File: src/rtl/cache_arb_pkg.sv
// Shared types, defaults and helpers for the cache request arbiter.
// Optional statistics are enabled by defining CACHE_ARB_STATS_EN.
package cache_arb_pkg;

  localparam int unsigned DefNumReq         = 4;
  localparam int unsigned DefTagsWidth      = 48;
  localparam int unsigned DefDataPortSize   = 512;
  localparam int unsigned DefMaxOutstanding = 4;

  typedef enum logic [0:0] {
    StIdle,
    StIssue
  } arb_state_e;

  // Bits needed to represent value (minimum 1).
  function automatic int unsigned clogb2(input int unsigned value);
    int unsigned bits;
    bits = 1;
    while (bits < 32 && (32'd1 << bits) <= value) bits++;
    return bits;
  endfunction

endpackage

File: src/rtl/cache_req_arbiter_if.sv
// Requester, response and cache-frontend handshakes of the cache request arbiter.
// slave is the arbiter's view; master is the surrounding environment's view.
interface cache_req_arbiter_if
  import cache_arb_pkg::*;
#(
  parameter int unsigned NUM_REQ        = DefNumReq,
  parameter int unsigned TAGS_WIDTH     = DefTagsWidth,
  parameter int unsigned DATA_PORT_SIZE = DefDataPortSize
) ();

  logic [NUM_REQ-1:0]                 req_valid;
  logic [NUM_REQ-1:0]                 req_ready;
  logic [NUM_REQ-1:0][TAGS_WIDTH-1:0] req_addr;
  logic [NUM_REQ-1:0]                 rsp_valid;
  logic [NUM_REQ-1:0]                 rsp_ready;
  logic [DATA_PORT_SIZE-1:0]          rsp_data;
  logic                               cache_addr_valid;
  logic                               cache_addr_ready;
  logic [TAGS_WIDTH-1:0]              cache_addr_data;
  logic                               cache_data_valid;
  logic                               cache_data_ready;
  logic [DATA_PORT_SIZE-1:0]          cache_data_data;

  modport slave (
    input  req_valid, req_addr, rsp_ready, cache_addr_ready, cache_data_valid, cache_data_data,
    output req_ready, rsp_valid, rsp_data, cache_addr_valid, cache_addr_data, cache_data_ready
  );

  modport master (
    output req_valid, req_addr, rsp_ready, cache_addr_ready, cache_data_valid, cache_data_data,
    input  req_ready, rsp_valid, rsp_data, cache_addr_valid, cache_addr_data, cache_data_ready
  );

endinterface

File: src/rtl/cache_arb_id_fifo.sv
// In-order FIFO of requester indices for issued-but-unanswered cache lookups.
module cache_arb_id_fifo
  import cache_arb_pkg::*;
#(
  parameter int unsigned WIDTH = 2,
  parameter int unsigned DEPTH = 4
) (
  input  logic                       clk,
  input  logic                       rst,
  input  logic                       push,
  input  logic [WIDTH-1:0]           push_data,
  input  logic                       pop,
  output logic                       full,
  output logic                       empty,
  output logic [clogb2(DEPTH)-1:0]   count,
  output logic [WIDTH-1:0]           head
);

  localparam int unsigned PtrW = $clog2(DEPTH);
  localparam int unsigned CntW = clogb2(DEPTH);

  logic [WIDTH-1:0] mem_q [DEPTH];
  logic [WIDTH-1:0] mem_d [DEPTH];
  logic [PtrW-1:0]  wr_ptr_q, wr_ptr_d, rd_ptr_q, rd_ptr_d;
  logic [CntW-1:0]  cnt_q, cnt_d;
  logic             do_push, do_pop;

  assign full    = (cnt_q == CntW'(DEPTH));
  assign empty   = (cnt_q == '0);
  assign count   = cnt_q;
  assign head    = mem_q[rd_ptr_q];
  assign do_push = push && !full;
  assign do_pop  = pop && !empty;

  always_comb begin
    mem_d    = mem_q;
    wr_ptr_d = wr_ptr_q;
    rd_ptr_d = rd_ptr_q;
    cnt_d    = cnt_q;
    if (do_push) begin
      mem_d[wr_ptr_q] = push_data;
      wr_ptr_d        = wr_ptr_q + PtrW'(1);
    end
    if (do_pop) rd_ptr_d = rd_ptr_q + PtrW'(1);
    if (do_push && !do_pop) begin
      cnt_d = cnt_q + CntW'(1);
    end else if (!do_push && do_pop) begin
      cnt_d = cnt_q - CntW'(1);
    end
  end

  always_ff @(posedge clk) begin
    if (rst) begin
      wr_ptr_q <= '0;
      rd_ptr_q <= '0;
      cnt_q    <= '0;
    end else begin
      wr_ptr_q <= wr_ptr_d;
      rd_ptr_q <= rd_ptr_d;
      cnt_q    <= cnt_d;
    end
  end

  always_ff @(posedge clk) begin
    mem_q <= mem_d;
  end

endmodule

File: src/rtl/cache_req_arbiter.sv
// Round-robin arbiter sharing one cache lookup port between NUM_REQ requesters, with
// in-order response routing. Define CACHE_ARB_STATS_EN to add grant/full-stall counters.
module cache_req_arbiter
  import cache_arb_pkg::*;
#(
  parameter int unsigned NUM_REQ         = DefNumReq,
  parameter int unsigned TAGS_WIDTH      = DefTagsWidth,
  parameter int unsigned DATA_PORT_SIZE  = DefDataPortSize,
  parameter int unsigned MAX_OUTSTANDING = DefMaxOutstanding
) (
  input  logic                      clk,
  input  logic                      rst,
`ifdef CACHE_ARB_STATS_EN
  output logic [NUM_REQ-1:0][31:0]  stat_grant_cnt,
  output logic [31:0]               stat_full_cycles,
`endif
  cache_req_arbiter_if.slave        bus
);

  localparam int unsigned IdxW = clogb2(NUM_REQ - 1);
  localparam int unsigned CntW = clogb2(MAX_OUTSTANDING);

  arb_state_e            state_q, state_d;
  logic [IdxW-1:0]       rr_ptr_q, rr_ptr_d;
  logic [IdxW-1:0]       idx_q, idx_d;
  logic [TAGS_WIDTH-1:0] addr_q, addr_d;

  logic [IdxW-1:0] rr_win, fifo_head;
  logic            rr_found, can_grant, grant, push, pop, fifo_full, fifo_empty;
  logic [CntW-1:0] fifo_count, out_count;
  int unsigned     cand;

  // Search upward from rr_ptr with wrap; first valid requester wins.
  always_comb begin
    rr_win   = '0;
    rr_found = 1'b0;
    cand     = 0;
    for (int unsigned i = 0; i < NUM_REQ; i++) begin
      cand = (32'(rr_ptr_q) + i) % NUM_REQ;
      if (!rr_found && bus.req_valid[cand]) begin
        rr_found = 1'b1;
        rr_win   = IdxW'(cand);
      end
    end
  end

  // The in-flight ISSUE lookup counts against the limit so the FIFO can never overflow.
  assign out_count = fifo_count + CntW'(state_q == StIssue);
  assign can_grant = rr_found && !fifo_full && (out_count < CntW'(MAX_OUTSTANDING));

  always_comb begin
    state_d  = state_q;
    rr_ptr_d = rr_ptr_q;
    idx_d    = idx_q;
    addr_d   = addr_q;
    grant    = 1'b0;
    push     = 1'b0;
    unique case (state_q)
      StIdle: begin
        if (can_grant) begin
          grant   = 1'b1;
          idx_d   = rr_win;
          addr_d  = bus.req_addr[rr_win];
          state_d = StIssue;
        end
      end
      StIssue: begin
        if (bus.cache_addr_ready) begin
          push     = 1'b1;
          rr_ptr_d = (idx_q == IdxW'(NUM_REQ - 1)) ? '0 : idx_q + IdxW'(1);
          state_d  = StIdle;
        end
      end
      default: state_d = StIdle;
    endcase
  end

  always_ff @(posedge clk) begin
    if (rst) begin
      state_q  <= StIdle;
      rr_ptr_q <= '0;
      idx_q    <= '0;
      addr_q   <= '0;
    end else begin
      state_q  <= state_d;
      rr_ptr_q <= rr_ptr_d;
      idx_q    <= idx_d;
      addr_q   <= addr_d;
    end
  end

  assign bus.cache_addr_valid = (state_q == StIssue);
  assign bus.cache_addr_data  = addr_q;
  assign bus.rsp_data         = bus.cache_data_data;
  assign pop                  = bus.cache_data_valid && bus.cache_data_ready;

  // Handshake outputs are gated by rst so nothing is accepted in the reset cycle.
  always_comb begin
    bus.req_ready        = '0;
    bus.rsp_valid        = '0;
    bus.cache_data_ready = 1'b0;
    if (grant && !rst) bus.req_ready[rr_win] = 1'b1;
    if (!fifo_empty && !rst) begin
      bus.rsp_valid[fifo_head] = bus.cache_data_valid;
      bus.cache_data_ready     = bus.rsp_ready[fifo_head];
    end
  end

  cache_arb_id_fifo #(
    .WIDTH (IdxW),
    .DEPTH (MAX_OUTSTANDING)
  ) u_id_fifo (
    .clk       (clk),
    .rst       (rst),
    .push      (push),
    .push_data (idx_q),
    .pop       (pop),
    .full      (fifo_full),
    .empty     (fifo_empty),
    .count     (fifo_count),
    .head      (fifo_head)
  );

`ifdef CACHE_ARB_STATS_EN
  logic [NUM_REQ-1:0][31:0] grant_cnt_q, grant_cnt_d;
  logic [31:0]              full_cyc_q, full_cyc_d;

  always_comb begin
    grant_cnt_d = grant_cnt_q;
    full_cyc_d  = full_cyc_q;
    if (push && grant_cnt_q[idx_q] != '1) grant_cnt_d[idx_q] = grant_cnt_q[idx_q] + 32'd1;
    if (state_q == StIdle && |bus.req_valid && out_count == CntW'(MAX_OUTSTANDING) &&
        full_cyc_q != '1) begin
      full_cyc_d = full_cyc_q + 32'd1;
    end
  end

  always_ff @(posedge clk) begin
    if (rst) begin
      grant_cnt_q <= '0;
      full_cyc_q  <= '0;
    end else begin
      grant_cnt_q <= grant_cnt_d;
      full_cyc_q  <= full_cyc_d;
    end
  end

  assign stat_grant_cnt   = grant_cnt_q;
  assign stat_full_cycles = full_cyc_q;
`endif

endmodule

File: src/flat_wrapper.sv
// flat-port wrapper written by rule: the top's interface ports become plain ports
module cache_req_arbiter_flat import cache_arb_pkg::*;
#(
  parameter int unsigned NUM_REQ         = DefNumReq,
  parameter int unsigned TAGS_WIDTH      = DefTagsWidth,
  parameter int unsigned DATA_PORT_SIZE  = DefDataPortSize,
  parameter int unsigned MAX_OUTSTANDING = DefMaxOutstanding
)
  (clk, rst, bus_req_valid, bus_req_addr, bus_rsp_ready, bus_cache_addr_ready, bus_cache_data_valid, bus_cache_data_data, bus_req_ready, bus_rsp_valid, bus_rsp_data, bus_cache_addr_valid, bus_cache_addr_data, bus_cache_data_ready);
  cache_req_arbiter_if #(.NUM_REQ(NUM_REQ), .TAGS_WIDTH(TAGS_WIDTH), .DATA_PORT_SIZE(DATA_PORT_SIZE)) bus_i ();
  input  logic clk;
  input  logic rst;
  input wire logic [$bits(bus_i.req_valid)-1:0] bus_req_valid;
  input wire logic [$bits(bus_i.req_addr)-1:0] bus_req_addr;
  input wire logic [$bits(bus_i.rsp_ready)-1:0] bus_rsp_ready;
  input wire logic [$bits(bus_i.cache_addr_ready)-1:0] bus_cache_addr_ready;
  input wire logic [$bits(bus_i.cache_data_valid)-1:0] bus_cache_data_valid;
  input wire logic [$bits(bus_i.cache_data_data)-1:0] bus_cache_data_data;
  output wire logic [$bits(bus_i.req_ready)-1:0] bus_req_ready;
  output wire logic [$bits(bus_i.rsp_valid)-1:0] bus_rsp_valid;
  output wire logic [$bits(bus_i.rsp_data)-1:0] bus_rsp_data;
  output wire logic [$bits(bus_i.cache_addr_valid)-1:0] bus_cache_addr_valid;
  output wire logic [$bits(bus_i.cache_addr_data)-1:0] bus_cache_addr_data;
  output wire logic [$bits(bus_i.cache_data_ready)-1:0] bus_cache_data_ready;
  assign bus_i.req_valid = bus_req_valid;
  assign bus_i.req_addr = bus_req_addr;
  assign bus_i.rsp_ready = bus_rsp_ready;
  assign bus_i.cache_addr_ready = bus_cache_addr_ready;
  assign bus_i.cache_data_valid = bus_cache_data_valid;
  assign bus_i.cache_data_data = bus_cache_data_data;
  assign bus_req_ready = bus_i.req_ready;
  assign bus_rsp_valid = bus_i.rsp_valid;
  assign bus_rsp_data = bus_i.rsp_data;
  assign bus_cache_addr_valid = bus_i.cache_addr_valid;
  assign bus_cache_addr_data = bus_i.cache_addr_data;
  assign bus_cache_data_ready = bus_i.cache_data_ready;
  cache_req_arbiter #(.NUM_REQ(NUM_REQ), .TAGS_WIDTH(TAGS_WIDTH), .DATA_PORT_SIZE(DATA_PORT_SIZE), .MAX_OUTSTANDING(MAX_OUTSTANDING)) u_core (.clk(clk), .rst(rst), .bus(bus_i));
endmodule
File: config.mk
export PLATFORM = sky130hd
export DESIGN_NAME = cache_req_arbiter_flat
export DESIGN_NICKNAME = d
export VERILOG_FILES = /design/src/rtl/cache_arb_pkg.sv /design/src/rtl/cache_req_arbiter_if.sv /design/src/rtl/cache_arb_id_fifo.sv /design/src/rtl/cache_req_arbiter.sv /design/src/flat_wrapper.sv
export SDC_FILE = /design/constraint.sdc
export NUM_CORES = 1
export LEC_CHECK = 0
export CORE_AREA = 4 4 498 500
export CTS_CLUSTER_SIZE = 14
export DETAILED_ROUTE_END_ITERATION = 6
export DIE_AREA = 0 0 502 504
export SYNTH_ARGS = -nofsm -noshare
export SYNTH_HDL_FRONTEND = slang
export SYNTH_HIERARCHICAL = 1
export SYNTH_SLANG_ARGS = --single-unit
File: constraint.sdc
create_clock -name clk -period 2.8 [get_ports clk]
set_input_delay 0.42 -clock clk [delete_from_list [all_inputs] [get_ports clk]]
set_output_delay 0.42 -clock clk [all_outputs]
set_load 0.03 [all_outputs]
## Word level (Yosys, flattened, before mapping)

Index checks and enable logic that the tools add are counted.

- Register bits: 68
- Input port bits: 716
- Output and inout port bits: 570
- Word-level logic and storage cells: 107

- Add/sub/neg operators: 9
- Magnitude comparators: 12
- Equality and inequality tests: 2
- Mux-type cells: 42
- Bitwise gates (word level): 4
- Reductions and logical operators: 27

Operator list:

| operator | number |
|---|---|
| 48-bit binary-select mux with 2-bit select | 1 |
| 48-bit two-way mux | 1 |
| 2-bit by 3-bit < comparator with 1-bit output (second input constant) | 6 |
| 1-bit two-way mux | 17 |
| 2-bit two-way mux | 8 |
| 1-bit logical AND | 15 |
| 1-bit binary-select mux with 2-bit select | 5 |
| 2-bit by 1-bit adder with 2-bit output (second input constant) | 4 |
| 8-bit bitwise mux | 1 |
| 1-bit zero test | 8 |
| 4-bit two-way mux | 2 |
| 3-bit >= comparator (second input constant) | 2 |
| 3-bit two-way mux | 2 |
| 2-bit inverter with 3-bit output | 2 |
| 2-bit adder (second input constant) | 2 |
| 4-bit AND | 1 |
| 2-bit binary-select mux with 2-bit select | 1 |
| 1-bit demux with 2-bit select | 2 |
| 2-bit demux with 2-bit select | 1 |
| 2-bit by 1-bit >= comparator with 1-bit output (second input constant) | 2 |
| 2-bit AND reduction | 2 |
| 3-bit by 1-bit adder with 3-bit output | 1 |
| 3-bit by 1-bit adder with 3-bit output (second input constant) | 1 |
| 3-bit equality test (second input constant) | 1 |
| 8 further kinds | 8 |

## Logic depth before layout (Yosys ltp)

- Word-level depth: 18
- Mapped depth: 10
- Depth with buffers taken out: 10

## Cells and area by module

Netlist, hierarchy kept.

Modules (own cells, without submodules):

| module | times used | cells an instance | area an instance (um^2) | sequential area each (um^2) |
|---|---|---|---|---|
| cache_req_arbiter | 1 | 972 | 7,427.1 | 1,061.0 |
| cache_arb_id_fifo | 1 | 54 | 714.4 | 380.4 |

## Worst setup path after synthesis

OpenSTA, ideal clock, no wires.

- Path kind: register to register
- Start point: reg u_core.u_id_fifo.rd_ptr_q[0]
- End point: reg u_core.u_id_fifo.cnt_q[2] (netlist: u_core/u_id_fifo/count[2])
- Setup time: 70 ps
- Arrival: 2,881 ps
- Data required time: 2,730 ps
- Slack: -151 ps
- Stages on the path, launching flop included: 11
- Buffers on the path: 0
- Period minus slack after synthesis: 2,951 ps
- Cells stage by stage: dfxtp_1 mux4_2 mux4_2 and3_1 o31ai_2 ha_1 inv_1 fa_1 xor2_1 or3_1 a21oi_1

- Cells in the longest elaborated chain, start to end: 12
- Elaborated cells on any way between the ends: 14
- Classes of those cells: 7 x mux; 1 x bitwise; 6 x reduce/logical

RTL lines:

| what | RTL line | RTL |
|---|---|---|
| from (decl) | cache_arb_id_fifo.sv:24 | `logic [PtrW-1:0] wr_ptr_q, wr_ptr_d, rd_ptr_q, rd_ptr_d;` |
| from (signal assigned) | cache_arb_id_fifo.sv:59 | `rd_ptr_q <= rd_ptr_d;` |
| 2-bit inverter with 3-bit output (not written as such) (*) | cache_arb_id_fifo.sv:31 | `assign head = mem_q[rd_ptr_q];` |
| 2-bit binary-select mux with 2-bit select (*) | cache_arb_id_fifo.sv:31 |  |
| 2-bit two-way mux (not written as such) (*) (2 in a row) | cache_arb_id_fifo.sv:31 |  |
| via u_core.fifo_head[0] | cache_req_arbiter.sv:28 | `logic [IdxW-1:0] rr_win, fifo_head;` |
| 1-bit binary-select mux with 2-bit select (*) | cache_req_arbiter.sv:105 | `bus.cache_data_ready = bus.rsp_ready[fifo_head];` |
| 1-bit two-way mux (not written as such) (*) | cache_req_arbiter.sv:105 |  |
| 1-bit two-way mux (*) | cache_req_arbiter.sv:103 | `if (!fifo_empty && !rst) begin` |
| 1-bit logical AND (*) | cache_req_arbiter.sv:95 | `assign pop = bus.cache_data_valid && bus.cache_data_ready;` |
| via u_core.pop | cache_req_arbiter.sv:29 | `logic rr_found, can_grant, grant, push, pop, fifo_full, fifo_empty;` |
| 1-bit logical AND (*) | cache_arb_id_fifo.sv:33 | `assign do_pop = pop && !empty;` |
| 1-bit zero test | cache_arb_id_fifo.sv:45 | `if (do_push && !do_pop) begin` |
| 1-bit logical AND | cache_arb_id_fifo.sv:45 |  |
| 3-bit two-way mux or 2-bit nonzero test (tied branches) | -- |  |
| to (signal assigned) | cache_arb_id_fifo.sv:60 | `cnt_q <= cnt_d;` |
| to (decl) | cache_arb_id_fifo.sv:25 | `logic [CntW-1:0] cnt_q, cnt_d;` |

The timed path passes the listed nets; every way through them passes the cells marked *. The select of a mux whose other input is x is not followed.
A chain may end at the register's enable or synchronous reset.

## Final worst setup path

Ends and elaborated chain as after synthesis.

==> run metrics <==
register area approximately 1400 um2; WL met1 23260 um; Die Y-Extent 504 um; simple-gate area share of the yosys netlist 9.605%; highest metal used met5; TritonCTS Buffers 9; largest family of logic cells by synthesized area buffers and inverters; ANT nets after route 0; DR DRC count 0; Synth Area in XOR/XNOR 0.4303%; area of the multi-input gates about 2700 um2; initial antenna violation count 28; grt ovf 0; CTS tree built; Max Transition Viols Final 0; DP Worst Slack -582.9 ps; Yosys top cell by area buf_4; CTS Hold Bufs 0; Via Count 6734; status complete, but fails checks; post-layout util just under 5%; Via density 1.682; Reg clk slew, reported paths 110 ps; io pins 1286; nets@finish 1511; Syn Nets 1749; die width 502 um; row count 181; Pre-Repair DR Iteration Count 4; number of synthesized flops with an enable pin 8; DR WL/cell 50.51 um; Fin Setup TNS -117.7 ps; met3 wire length 81780 um; synthesis-stage register bit count 68; Worst-Margin Slew around 900 ps; CP most frequent cell mux4_2; RSZ-0062 raised after global routing yes; initial core utilization 3.350%; Mapped Area 8142 um2; ys flop type dfxtp_1; Post-Synth Adder-Cell Area between 1 and 1.5%; fillcell total 28800; Max IR drop VDD 0.3288 mV; CTS sink count 68; post-synth top area share ~47%; Setup CP Type reg -> reg; critical path's slowest cell mux4_2; core area 243000 um2; failing checks negative setup slack; I/O Buffers 261; post-synthesis mux area share 1.076%; post-synthesis sequential area ratio 17.70%; power per cell area 586.6 nW/um2; Synth-to-Final Area Change 44.18%; Cells after Synth 1026; crit end category register; share of cells above drive strength 1 15.76%; Mean Syn Cell Area 7.935 um2; Die ar. 253000 um2; vias in the first global route about 7000; synth warn 6; detailed placement HPWL 194800 um; fmax 342.7 MHz; largest net degree at the start of global routing 41; Final Wtd Congestion 0.8661; detailed router's first-iteration violation count 282; worst-path cell chain mux4_2 > mux4_2 > and3_4 > o31ai_2 > ha_2 > inv_1 > fa_2 > xor2_1 > or3_1 > a21oi_2; final setup violation count 1; max_slew headroom between 40% and 50%; first-pass GRT wire length 218300 um; delay-heaviest family, CP multiplexers; Hold Slack a little under 500 ps; Cell variety after synth 44; final setup margin -117.7 ps; Hold Fails Final Rpt 0; drt total wl 202200 um; CTS root buf clkbuf_16; Crit path arrival time between 3000 and 4000 ps; met2 routed WL about 90000 um; Clock Tree Buf Depth 2; critical path required time 3180 ps; Crit path largest cell delay 530 ps; Worst setup SP type register; H-tree Lvls 3; CP bufs+invs 1; synth top area cells buf_4 (47%), dfxtp_1 (15%), a221oi_1 (5.2%); Hold Crit Class reg -> reg; Synth Area in Compound Gates 18.99%; LEAKAGE 3.090 nW; max_cap viols 0; Crit Path Max Fanout 3; Post-synth ARST share 0%; All-Layer GR Usage between 10% and 20%; clk_lat worst skew 440 ps; PnR Total Power 6.886 mW; period utilisation layout 104.2%; Setup Skew 27.64 ps; clock period minus worst slack 2918 ps
[report_power, final]
part,switching (mW),leakage (nW),internal [mW]
logic,2.51,2.36,1.31
registers,0.217,0.573,1.25
clock network,0.795,0.160,0.808
[per-layer routing]
metal / GRT usage [%] / vias to the layer above
li1: - / 2527
met1: 4.996 / 2637
met2: 24.68 / 1392
met3: 29.01 / 168
met4: 4.485 / 10
met5: 0.7613 / -
[worst reg2reg max path, delay by kind of cell (launching register included)]
| kind | cells | cell delay (ps) |
|---|---|---|
| AOI/OAI and AO/OA | 2 | 210 |
| xor gates and xnor gates | 1 | 160 |
| adders and majority gates | 2 | 580 |
| buffers and inverters | 1 | 60 |
| DFF | 1 | 380 |
| muxes | 2 | 980 |
| and+or+nand+nor | 2 | 490 |
[cell usage after synthesis, types with 2 or more instances]
master and count:
ha_1 6, xor2_1 4, a211oi_1 49, nor2b_1 4
and2_1 5, nor2_1 63, a21boi_1 48, clkbuf_1 40
inv_1 6, o21ai_1 48, buf_2 8, buf_1 2
buf_6 7, or3_1 3, mux4_2 3, mux2i_1 2
o21ai_0 3, buf_4 513, dfxtp_1 60, nand2_1 8
a221oi_1 48, nand2b_1 3, a21oi_1 11, nor3_1 7
edfxtp_1 8, and3_1 49
[final timing paths]
path,start,end,slack [ps],cells past startpoint
worst max-delay path,u_core/u_id_fifo/rd_ptr_q[0],u_core/u_id_fifo/count[2],-120,10
worst min-delay path,u_core/bus.cache_addr_data[10],u_core/bus.cache_addr_data[10],500,2
worst max register to register,u_core/u_id_fifo/rd_ptr_q[0],u_core/u_id_fifo/count[2],-120,10
worst min register to register,u_core/bus.cache_addr_data[10],u_core/bus.cache_addr_data[10],500,2
[cells by family after synthesis]
kind of cell,after synthesis
fa+ha+maj,7
compound gates,215
buf+inv,577
simple gates,150
mux,5
flops,68
xor+xnor,4
[final cells by class]
type                       count  share of cell area [%]
tap                         3202                   34.13
timing repair buffer         321                   27.56
clock inverter                 4                  0.4370
sequential                    68                   12.32
multi-input combinational    381                   22.78
inverter                       7                  0.2238
clock buffer                  12                   2.377
antenna                        8                  0.1705
[sequential cells by signal, summed over array words and instances, names as in the netlist]
register and count:
u_core/bus.cache_addr_data 48, u_core/u_id_fifo/mem_q 8, u_core/u_id_fifo/count 3, u_core/idx_q 2, u_core/rr_ptr_q 2, u_core/u_id_fifo/rd_ptr_q 2
u_core/u_id_fifo/wr_ptr_q 2, u_core/bus.cache_addr_valid 1
[layout by cell type (no fill, tap or decap), types with 2 or more instances in the layout]
master,n
diode_2,8
nand2b_1,3
buf_12,17
mux2i_1,2
ha_1,5
a21boi_1,47
nand2_1,7
and3_1,48
or3_1,3
o21ai_1,44
a211oi_1,49
nor2_1,63
a221oi_2,6
clkbuf_16,11
edfxtp_1,8
and2_1,5
mux4_2,3
dfxtp_1,58
a221oi_1,42
nor2b_4,2
xor2_1,4
buf_4,59
a21oi_1,10
o21ai_2,4
clkdlybuf4s50_1,242
or4_4,2
inv_1,6
o21ai_0,3
nor3_1,6
dlygate4sd2_1,2
nor2b_1,3
[metrics by stage]
step | area [um2] | std cells
after detailed placement | 11310 | 3978
after global routing | 11720 | 3997
after floorplan | 8155 | 1026
final | 11740 | 4003
after global placement | 11310 | 3978
after CTS | 11710 | 3995
[timing repair]
item	in CTS	in global routing
resized for setup	13	4
setup buffers	1	0
setup endpoints to repair	19	5
pin swaps	1	1
No activity file was read; power rests on OpenSTA's default activity.
